**src/rtl/fighter_fsm.sv**
```systemverilog
// fighter_fsm: per-player fighter controller in the game-clock domain.
// Covers horizontal movement with opponent clamping, a neutral/directional
// attack sequencer (startup/active/recovery) and self-timed hit/block stun.
// Optional feature macro: FIGHTER_ATTACK_BUFFER_EN. When it is defined, an
// attack pressed late in recovery is buffered and starts straight after
// recovery ends. When it is undefined, triggers outside IDLE are dropped.
// state_dbg_out exposes the registered FSM state for observation.
module fighter_fsm #(
    parameter int FACING_RIGHT = 1,
    parameter int X_W          = 10,
    parameter int TMR_W        = 8,
    parameter int SCREEN_W     = 640,
    parameter int CHAR_W       = 32,
    parameter int CHAR_H       = 60,
    parameter int Y_POS        = 380,
    parameter int INIT_X       = 304,
    parameter int FWD_SPD      = 3,
    parameter int BAK_SPD      = 2,
    parameter int N_STARTUP    = 5,
    parameter int N_ACTIVE     = 2,
    parameter int N_RECOV      = 16,
    parameter int D_STARTUP    = 4,
    parameter int D_ACTIVE     = 3,
    parameter int D_RECOV      = 15,
    parameter int BUF_WIN      = 4
) (
    input  logic             clk_game,
    input  logic             reset_n,
    input  logic             move_left_in,
    input  logic             move_right_in,
    input  logic             attack_in,
    input  logic             hit_in,
    input  logic             block_in,
    input  logic [TMR_W-1:0] stun_len_in,
    input  logic [X_W-1:0]   opp_x_in,
    input  logic [X_W-1:0]   opp_w_in,
    output logic [X_W-1:0]   x_pos_out,
    output logic [X_W-1:0]   y_pos_out,
    output logic [X_W-1:0]   width_out,
    output logic [X_W-1:0]   height_out,
    output logic [7:0]       color_out_332,
    output logic [1:0]       attack_phase_out,
    output logic             attack_active,
    output logic             attack_dir_out,
    output logic             moving_backward,
    output logic             stun_out,
    output logic [2:0]       state_dbg_out
);

    typedef enum logic [2:0] {
        S_IDLE      = 3'd0,
        S_STARTUP   = 3'd1,
        S_ACTIVE    = 3'd2,
        S_RECOVERY  = 3'd3,
        S_HITSTUN   = 3'd4,
        S_BLOCKSTUN = 3'd5
    } state_e;

    // Position arithmetic runs one bit wider than the bus so nothing wraps.
    localparam int XE = X_W + 1;
    localparam logic [XE-1:0] FWD_E    = XE'(FWD_SPD);
    localparam logic [XE-1:0] BAK_E    = XE'(BAK_SPD);
    localparam logic [XE-1:0] CHAR_W_E = XE'(CHAR_W);
    localparam logic [XE-1:0] SCR_LIM  = XE'(SCREEN_W - CHAR_W);

    localparam logic [TMR_W-1:0] N_S_M1 = TMR_W'(N_STARTUP - 1);
    localparam logic [TMR_W-1:0] N_A_M1 = TMR_W'(N_ACTIVE - 1);
    localparam logic [TMR_W-1:0] N_R_M1 = TMR_W'(N_RECOV - 1);
    localparam logic [TMR_W-1:0] D_S_M1 = TMR_W'(D_STARTUP - 1);
    localparam logic [TMR_W-1:0] D_A_M1 = TMR_W'(D_ACTIVE - 1);
    localparam logic [TMR_W-1:0] D_R_M1 = TMR_W'(D_RECOV - 1);

    state_e           state_q, state_d;
    logic [TMR_W-1:0] tmr_q, tmr_d;
    logic [X_W-1:0]   x_q, x_d;
    logic [7:0]       color_q, color_d;
    logic             dir_q, dir_d;
    logic             prev_q;

`ifdef FIGHTER_ATTACK_BUFFER_EN
    localparam logic [TMR_W-1:0] BUF_LIM = TMR_W'(BUF_WIN);
    logic buf_q, buf_d;
    logic buf_dir_q, buf_dir_d;
`endif

    logic             fwd, bak, fwd_only, bak_only, dir_now, trig;
    logic [TMR_W-1:0] stun_m1;
    logic [X_W-1:0]   move_x;

    assign fwd      = (FACING_RIGHT != 0) ? move_right_in : move_left_in;
    assign bak      = (FACING_RIGHT != 0) ? move_left_in : move_right_in;
    assign fwd_only = fwd & ~bak;
    assign bak_only = bak & ~fwd;
    assign dir_now  = fwd_only | bak_only;
    assign trig     = attack_in & ~prev_q;
    assign stun_m1  = (stun_len_in == '0) ? '0 : stun_len_in - 1'b1;

    function automatic logic [7:0] state_color(input state_e s);
        case (s)
            S_IDLE:      return 8'hFE;
            S_STARTUP:   return 8'h1F;
            S_ACTIVE:    return 8'hE0;
            S_RECOVERY:  return 8'h38;
            S_HITSTUN:   return 8'hE4;
            S_BLOCKSTUN: return 8'hD8;
            default:     return 8'hFE;
        endcase
    endfunction

    // One movement step for the held direction, clamped against the opponent or screen edge.
    always_comb begin
        logic [XE-1:0] x_e, lim, res;
        x_e = {1'b0, x_q};
        lim = '0;
        res = x_e;
        if (FACING_RIGHT != 0) begin
            if (fwd_only) begin
                // Opponent left edge minus our width; if that is negative we cannot advance.
                if ({1'b0, opp_x_in} >= CHAR_W_E) begin
                    lim = {1'b0, opp_x_in} - CHAR_W_E;
                    if (x_e < lim) begin
                        res = ((x_e + FWD_E) > lim) ? lim : x_e + FWD_E;
                    end
                end
            end else if (bak_only) begin
                res = (x_e >= BAK_E) ? x_e - BAK_E : '0;
            end
        end else begin
            if (fwd_only) begin
                lim = {1'b0, opp_x_in} + {1'b0, opp_w_in};
                if (x_e > lim) begin
                    res = (x_e > (lim + FWD_E)) ? x_e - FWD_E : lim;
                end
            end else if (bak_only) begin
                lim = SCR_LIM;
                if (x_e < lim) begin
                    res = ((x_e + BAK_E) > lim) ? lim : x_e + BAK_E;
                end
            end
        end
        move_x = res[X_W-1:0];
    end

    // Next-state, timer, position and colour decode.
    always_comb begin
        state_d = state_q;
        tmr_d   = tmr_q;
        x_d     = x_q;
        dir_d   = dir_q;
`ifdef FIGHTER_ATTACK_BUFFER_EN
        buf_d     = buf_q;
        buf_dir_d = buf_dir_q;
`endif
        if (hit_in) begin
            state_d = S_HITSTUN;
            tmr_d   = stun_m1;
`ifdef FIGHTER_ATTACK_BUFFER_EN
            buf_d   = 1'b0;
`endif
        end else if (block_in) begin
            state_d = S_BLOCKSTUN;
            tmr_d   = stun_m1;
`ifdef FIGHTER_ATTACK_BUFFER_EN
            buf_d   = 1'b0;
`endif
        end else begin
            case (state_q)
                S_IDLE: begin
                    if (trig) begin
                        state_d = S_STARTUP;
                        dir_d   = dir_now;
                        tmr_d   = dir_now ? D_S_M1 : N_S_M1;
                    end else begin
                        x_d = move_x;
                    end
                end
                S_STARTUP: begin
                    if (tmr_q == '0) begin
                        state_d = S_ACTIVE;
                        tmr_d   = dir_q ? D_A_M1 : N_A_M1;
                    end else begin
                        tmr_d = tmr_q - 1'b1;
                    end
                end
                S_ACTIVE: begin
                    if (tmr_q == '0) begin
                        state_d = S_RECOVERY;
                        tmr_d   = dir_q ? D_R_M1 : N_R_M1;
                    end else begin
                        tmr_d = tmr_q - 1'b1;
                    end
                end
                S_RECOVERY: begin
`ifdef FIGHTER_ATTACK_BUFFER_EN
                    if (trig && (tmr_q < BUF_LIM)) begin
                        buf_d     = 1'b1;
                        buf_dir_d = dir_now;
                    end
                    if (tmr_q == '0) begin
                        if (buf_d) begin
                            state_d = S_STARTUP;
                            dir_d   = buf_dir_d;
                            tmr_d   = buf_dir_d ? D_S_M1 : N_S_M1;
                            buf_d   = 1'b0;
                        end else begin
                            state_d = S_IDLE;
                        end
                    end else begin
                        tmr_d = tmr_q - 1'b1;
                    end
`else
                    if (tmr_q == '0) begin
                        state_d = S_IDLE;
                    end else begin
                        tmr_d = tmr_q - 1'b1;
                    end
`endif
                end
                S_HITSTUN, S_BLOCKSTUN: begin
                    if (tmr_q == '0) begin
                        state_d = S_IDLE;
                    end else begin
                        tmr_d = tmr_q - 1'b1;
                    end
                end
                default: begin
                    state_d = S_IDLE;
                    tmr_d   = '0;
                end
            endcase
        end
        color_d = state_color(state_d);
    end

    // State, timer, position, colour and attack-edge registers.
    always_ff @(posedge clk_game or negedge reset_n) begin
        if (!reset_n) begin
            state_q <= S_IDLE;
            tmr_q   <= '0;
            x_q     <= X_W'(INIT_X);
            color_q <= 8'hFE;
            dir_q   <= 1'b0;
            prev_q  <= 1'b0;
        end else begin
            state_q <= state_d;
            tmr_q   <= tmr_d;
            x_q     <= x_d;
            color_q <= color_d;
            dir_q   <= dir_d;
            prev_q  <= attack_in;
        end
    end

`ifdef FIGHTER_ATTACK_BUFFER_EN
    // Buffered attack request and its direction.
    always_ff @(posedge clk_game or negedge reset_n) begin
        if (!reset_n) begin
            buf_q     <= 1'b0;
            buf_dir_q <= 1'b0;
        end else begin
            buf_q     <= buf_d;
            buf_dir_q <= buf_dir_d;
        end
    end
`endif

    // Output decode from registered state.
    always_comb begin
        attack_phase_out = 2'b00;
        case (state_q)
            S_STARTUP:  attack_phase_out = 2'b01;
            S_ACTIVE:   attack_phase_out = 2'b10;
            S_RECOVERY: attack_phase_out = 2'b11;
            default:    attack_phase_out = 2'b00;
        endcase
    end

    assign attack_active   = (state_q == S_ACTIVE);
    assign stun_out        = (state_q == S_HITSTUN) || (state_q == S_BLOCKSTUN);
    assign attack_dir_out  = dir_q;
    assign moving_backward = bak_only;
    assign x_pos_out       = x_q;
    assign y_pos_out       = X_W'(Y_POS);
    assign width_out       = X_W'(CHAR_W);
    assign height_out      = X_W'(CHAR_H);
    assign color_out_332   = color_q;
    assign state_dbg_out   = state_q;

endmodule

```
**config.mk**
```make
export PLATFORM = sky130hd
export DESIGN_NAME = fighter_fsm
export DESIGN_NICKNAME = d
export VERILOG_FILES = /design/src/rtl/fighter_fsm.sv
export SDC_FILE = /design/constraint.sdc
export NUM_CORES = 1
export LEC_CHECK = 0
export CORE_ASPECT_RATIO = 1.25
export CORE_MARGIN = 2
export CORE_UTILIZATION = 31
export CTS_BUF_LIST = sky130_fd_sc_hd__clkbuf_16
export DETAILED_ROUTE_END_ITERATION = 12
export GPL_ROUTABILITY_DRIVEN = 0
export HOLD_SLACK_MARGIN = 0.06
export MAX_ROUTING_LAYER = met4
export SETUP_SLACK_MARGIN = 0.4
export SLEW_MARGIN = 25
export SYNTH_ARGS = -nofsm -noshare
export SYNTH_HDL_FRONTEND = slang
export SYNTH_SLANG_ARGS = --single-unit
```
**constraint.sdc**
```tcl
create_clock -name clk_game -period 6.3 [get_ports clk_game]
set_clock_uncertainty 0.15 [all_clocks]
set_input_delay 1.26 -clock clk_game [delete_from_list [all_inputs] [get_ports clk_game]]
set_output_delay 1.26 -clock clk_game [all_outputs]
set_load 0.1 [all_outputs]
```
# Yosys cells after proc, flatten, opt, wreduce, memory -nomap -nowiden
# Index checks and enable logic that the tools add are counted.
[word_totals] reg_bits=31 in_bits=35 output_inout_bits=57
[op_classes] add_sub_neg=5 magnitude_cmp=4 eq_ne=14 muxes=26 n_bitwise=10 n_reduce_logical=9
[ops] operator="$mux W10" count=6
[ops] operator="$mux W8" count=7
[ops] operator="$pmux W8 S5" count=1
[ops] operator="$pmux W8 S4" count=1
[ops] operator="$mux W3" count=7
[ops] operator="$logic_not A8 Y1" count=2
[ops] operator="$sub A8 B1 Y8 const B" count=2
[ops] operator="$eq A3 B2 Y1 const B" count=4
[ops] operator="$eq A3 B3 Y1 const B" count=4
[ops] operator="$pmux W3 S4" count=1
[ops] operator="$add A10 B2 Y11 const B" count=1
[ops] operator="$gt A11 B11 Y1" count=1
[ops] operator="$lt A10 B11 Y1" count=1
[ops] operator="$sub A10 B6 Y11 const B" count=1
[ops] operator="$ge A10 B2 Y1 const B" count=1
[ops] operator="$ge A10 B6 Y1 const B" count=1
[ops] operator="$sub A10 B2 Y10 const B" count=1
[ops] operator="$ne A4 B4 Y1 const B" count=2
[ops] operator="$reduce_and A7 Y1" count=1
[ops] operator="$eq A3 B1 Y1 const B" count=2
[ops] operator="$not A1 Y1" count=6
[ops] operator="$pmux W2 S3" count=1
[ops] operator="$ne A2 B1 Y1 const B" count=2
[ops] operator="$reduce_and A4 Y1" count=1
[ops] operator="9 further kinds" count=11

# Logic depth before layout (Yosys ltp)
[logic_depth] ltp_word=8 depth_mapped=15 ltp_nobuf=14

# Worst setup path after synthesis
# No wires, ideal clock.
[synth_path] path_kind="reg2out" startpoint="register state_q[1], in the netlist state_dbg_out[1]" endpoint="output attack_active" t_arrival_ns=4.243 required_time_ns=4.890 slack_ns=0.647 stages_incl_launch_ff=4 n_path_buf=1 cell_sequence="dfrtp_1 -> clkbuf_1 -> nor2b_1 -> nor2b_1"
[synth_via] elab_chain_len=1
[synth_lines] element="from (decl)" line_no="73" rtl="state_e state_q, state_d;"
[synth_lines] element="from (signal assigned)" line_no="245" rtl="state_q <= state_d;"
[synth_lines] element="$eq A3 B2 Y1" line_no="278" rtl="assign attack_active = (state_q == S_ACTIVE);"
[synth_lines] element="to (decl)" line_no="43" rtl="output logic attack_active,"
# No other way between the ends.

# Worst setup path in the final report
[layout_path] startpoint="input opp_x_in[5]" endpoint="register x_q[1], in the netlist x_pos_out[1]"
[layout_via] elab_chain_len=6
[layout_lines] element="from (decl)" line_no="35" rtl="input logic [X_W-1:0] opp_x_in,"
[layout_lines] element="$sub A10 B6 Y11" line_no="120" rtl="lim = {1'b0, opp_x_in} - CHAR_W_E;"
[layout_lines] element="$gt A11 B11 Y1" line_no="122" rtl="res = ((x_e + FWD_E) > lim) ? lim : x_e + FWD_E;"
[layout_lines] element="$mux W10" line_no="122"
[layout_lines] element="$mux W10" line_no="121" rtl="if (x_e < lim) begin"
[layout_lines] element="$mux W10" line_no="119" rtl="if ({1'b0, opp_x_in} >= CHAR_W_E) begin"
[layout_lines] element="$mux W10" line_no="117" rtl="if (fwd_only) begin"
[layout_lines] element="to (signal assigned)" line_no="240" rtl="x_q <= X_W'(INIT_X);"
[layout_lines] element="to (decl)" line_no="75" rtl="logic [X_W-1:0] x_q, x_d;"
# Parallel ways exist; a longest one is shown, timed or not. The select of a mux whose other input is x is not followed.
# A chain may end at the register's enable or synchronous reset.

==> results.txt <==
ANT cells = 0
Final Non-Filler Cells = 551
Asr flop ratio synth = 1.00
Setup ws final = 1520 ps
Die Width = 92.8 µm
Synthesized flop and latch total = 29
Post-synth EDFFs = 0
Highest Clock Rate = 0.209 GHz
Post_cts resized = 0
Placed Area = 3540 µm²
Max_slew headroom = 0.336
CP arrival = 4790 ps
Clk_lat worst skew = 270 ps
Reg clk slew, reported paths = 50 ps
Largest fanout on the critical path = 10
Drt wl/cell = 13.8 µm
Worst Path Required = 6310 ps
Initial antenna violation count = 0
Largest net degree at the start of global routing = 30
Synthesis Warnings = 0
Pins over their slew limit = 0
Via density = 5.19
Synth unique cells = 64
Ports = 92
Clock root cell = clkbuf_16
Core box area = 9610 µm²
Peak VDD IR = 0.0889 mV
Post-DP HPWL = 6.13 mm
Max Cap Violations = 0
Syn Area/Cell = 8.02 µm²
RSZ-0062 raised after global routing = false
Synth Cell Area = 3050 µm²
H-tree levels = 2
Post-Route Setup TNS = 0 ps
Via count = 2857
CTS Buf Count = 5
Area Overhead vs Synth = 21.0%
Core Util, Final = 0.385
Die Ht = 115 µm
Die area = 10700 µm²
Pwr Total = 655 µW
Sequential area share after synthesis = 0.241
First-pass GRT wire length = 12.6 mm
CP Class = input pin to flop
Status = completed
PortBufs = 51
Worst Tran Pin Value = 993 ps
Share of cells above drive strength 1 = 0.0612
Power per cell area = 177 nW/µm²
All-Layer GR Usage = 0.149
Final hold violations = 0
Hold Slack = 398 ps
Final nets = 490
Synth Instances = 381
Post-DRT Antenna Nets = 0
Final setup viols = 0
Worst-case clock buffer depth = 2
Worst Hold Class = flop to flop
Drt pass-1 iters = 4
LEAKAGE = 1.55 nW
Post-route clock period utilization = 0.759
Starting density of the core = 0.318
Post-CTS Setup Inserts = 0
Drt total wl = 7.63 mm
DR iter-0 viols = 93
Hold buffer count at CTS = 0
CTS tree = built
Pre-CTS setup slack = 1340 ps
Row Count = 40
Placed insts = 542
Number of global-route vias before repair = 2713
Min cycle time layout = 4780 ps
Startpoint Class = input pin
Dominant synthesized flop cell = dfrtp_1
Post-route cell area = 3690 µm²
Gr ovfl total = 0
Sink Count = 29
# DRC = 0
Crit end category = flop
layout by cell type (no fill, tap or decap), types with 7 or more instances in the layout:
| cell type | count |
|---|---|
| a21oi_1 | 21 |
| nand3_1 | 8 |
| dfrtp_1 | 21 |
| xnor2_1 | 10 |
| conb_1 | 30 |
| ha_1 | 31 |
| inv_1 | 26 |
| o21ai_0 | 17 |
| dfstp_2 | 8 |
| nor2b_1 | 7 |
| clkdlybuf4s50_1 | 51 |
| nor3_1 | 11 |
| nand2_1 | 26 |
| xor2_1 | 7 |
| nor2_1 | 31 |
final cells by class:
type,instances,area [µm²]
clock buffers,5,125
flip-flops and latches,29,736
clock inverters,3,17.5
fillers,993,5910
repair buffers,53,526
well taps,126,158
inverters,26,97.6
multi-input cells,309,2040
cell families (layout without fill, tap and decap cells):
| group | count (synthesis) | after routing | share of synthesized area |
|---|---|---|---|
| simple gates | 133 | 133 | 0.232 |
| compound gates | 95 | 95 | 0.208 |
| buf+inv | 71 | 87 | 0.127 |
| fa+ha+maj | 31 | 31 | 0.127 |
| flops | 29 | 29 | 0.241 |
| xor+xnor | 18 | 18 | 0.0561 |
| other cells | 2 | 30 | 0.00246 |
| mux | 2 | 2 | 0.00655 |
path summary, 6_finish.rpt:
path                                    endpoint  cells past startpoint  slack (ps)            from
worst min register to register    attack_dir_out                      2         400  attack_dir_out
worst max register to register      x_pos_out[1]                     13        2150    x_pos_out[1]
min in group asynchronous         attack_dir_out                      2        1210         reset_n
worst min-delay path              attack_dir_out                      2         400  attack_dir_out
worst max-delay path                x_pos_out[1]                     10        1520     opp_x_in[5]
max in group asynchronous       color_out_332[6]                      2        4470         reset_n
critical path, cell delays in order:
cell and delay [ps]:
clkdlybuf4s50_1 530, nor4_1 670, nand2b_1 210, ha_1 360
and3_1 200, a221oi_1 380, o311ai_1 270, and2_1 360
a32o_1 320, o31a_1 230
synthesized netlist by cell type (all sizes together), types with 3 or more instances:
library cell | instances | area [µm²]
nand2b | 6 | 37.5
nand2 | 26 | 97.6
a22oi | 3 | 22.5
nor4 | 4 | 31.3
o211ai | 4 | 30.0
and3 | 6 | 37.5
or4 | 4 | 33.8
a211oi | 4 | 30.0
a221oi | 3 | 26.3
a21oi | 21 | 105
or2 | 6 | 37.5
ha | 31 | 388
dfstp | 8 | 210
nand4 | 3 | 18.8
nand3 | 8 | 40.0
o22ai | 4 | 25.0
buf | 34 | 249
nand3b | 6 | 45.0
dfrtp | 21 | 526
inv | 26 | 97.6
o21ai | 22 | 110
a2111oi | 3 | 26.3
nor3b | 6 | 45.0
clkbuf | 11 | 41.3
xor2 | 7 | 61.3
o221ai | 5 | 43.8
nor3 | 11 | 55.1
nor2 | 32 | 128
xnor2 | 10 | 87.6
nor2b | 7 | 43.8
and2 | 3 | 18.8
a31oi | 3 | 18.8
flip-flops by register name, indices dropped and copies added (netlist names):
register        cells
tmr_q               8
color_out_332       6
prev_q              1
attack_dir_out      1
state_dbg_out       3
x_pos_out          10
layer usage:
metal,wire length (µm),part of all wire,track usage
met2,3910,0.51,0.262
met1,3240,0.42,0.172
met3,354,0.046,0.0210
met5,0,0,-
met4,131,0.017,0.0529
power by group:
part	switching (mW)	internal [mW]
registers	0.0120	0.197
logic	0.163	0.0561
clock network	0.0817	0.144
total	0.257	0.398
Note: power is estimated with default switching activity, not from simulation.
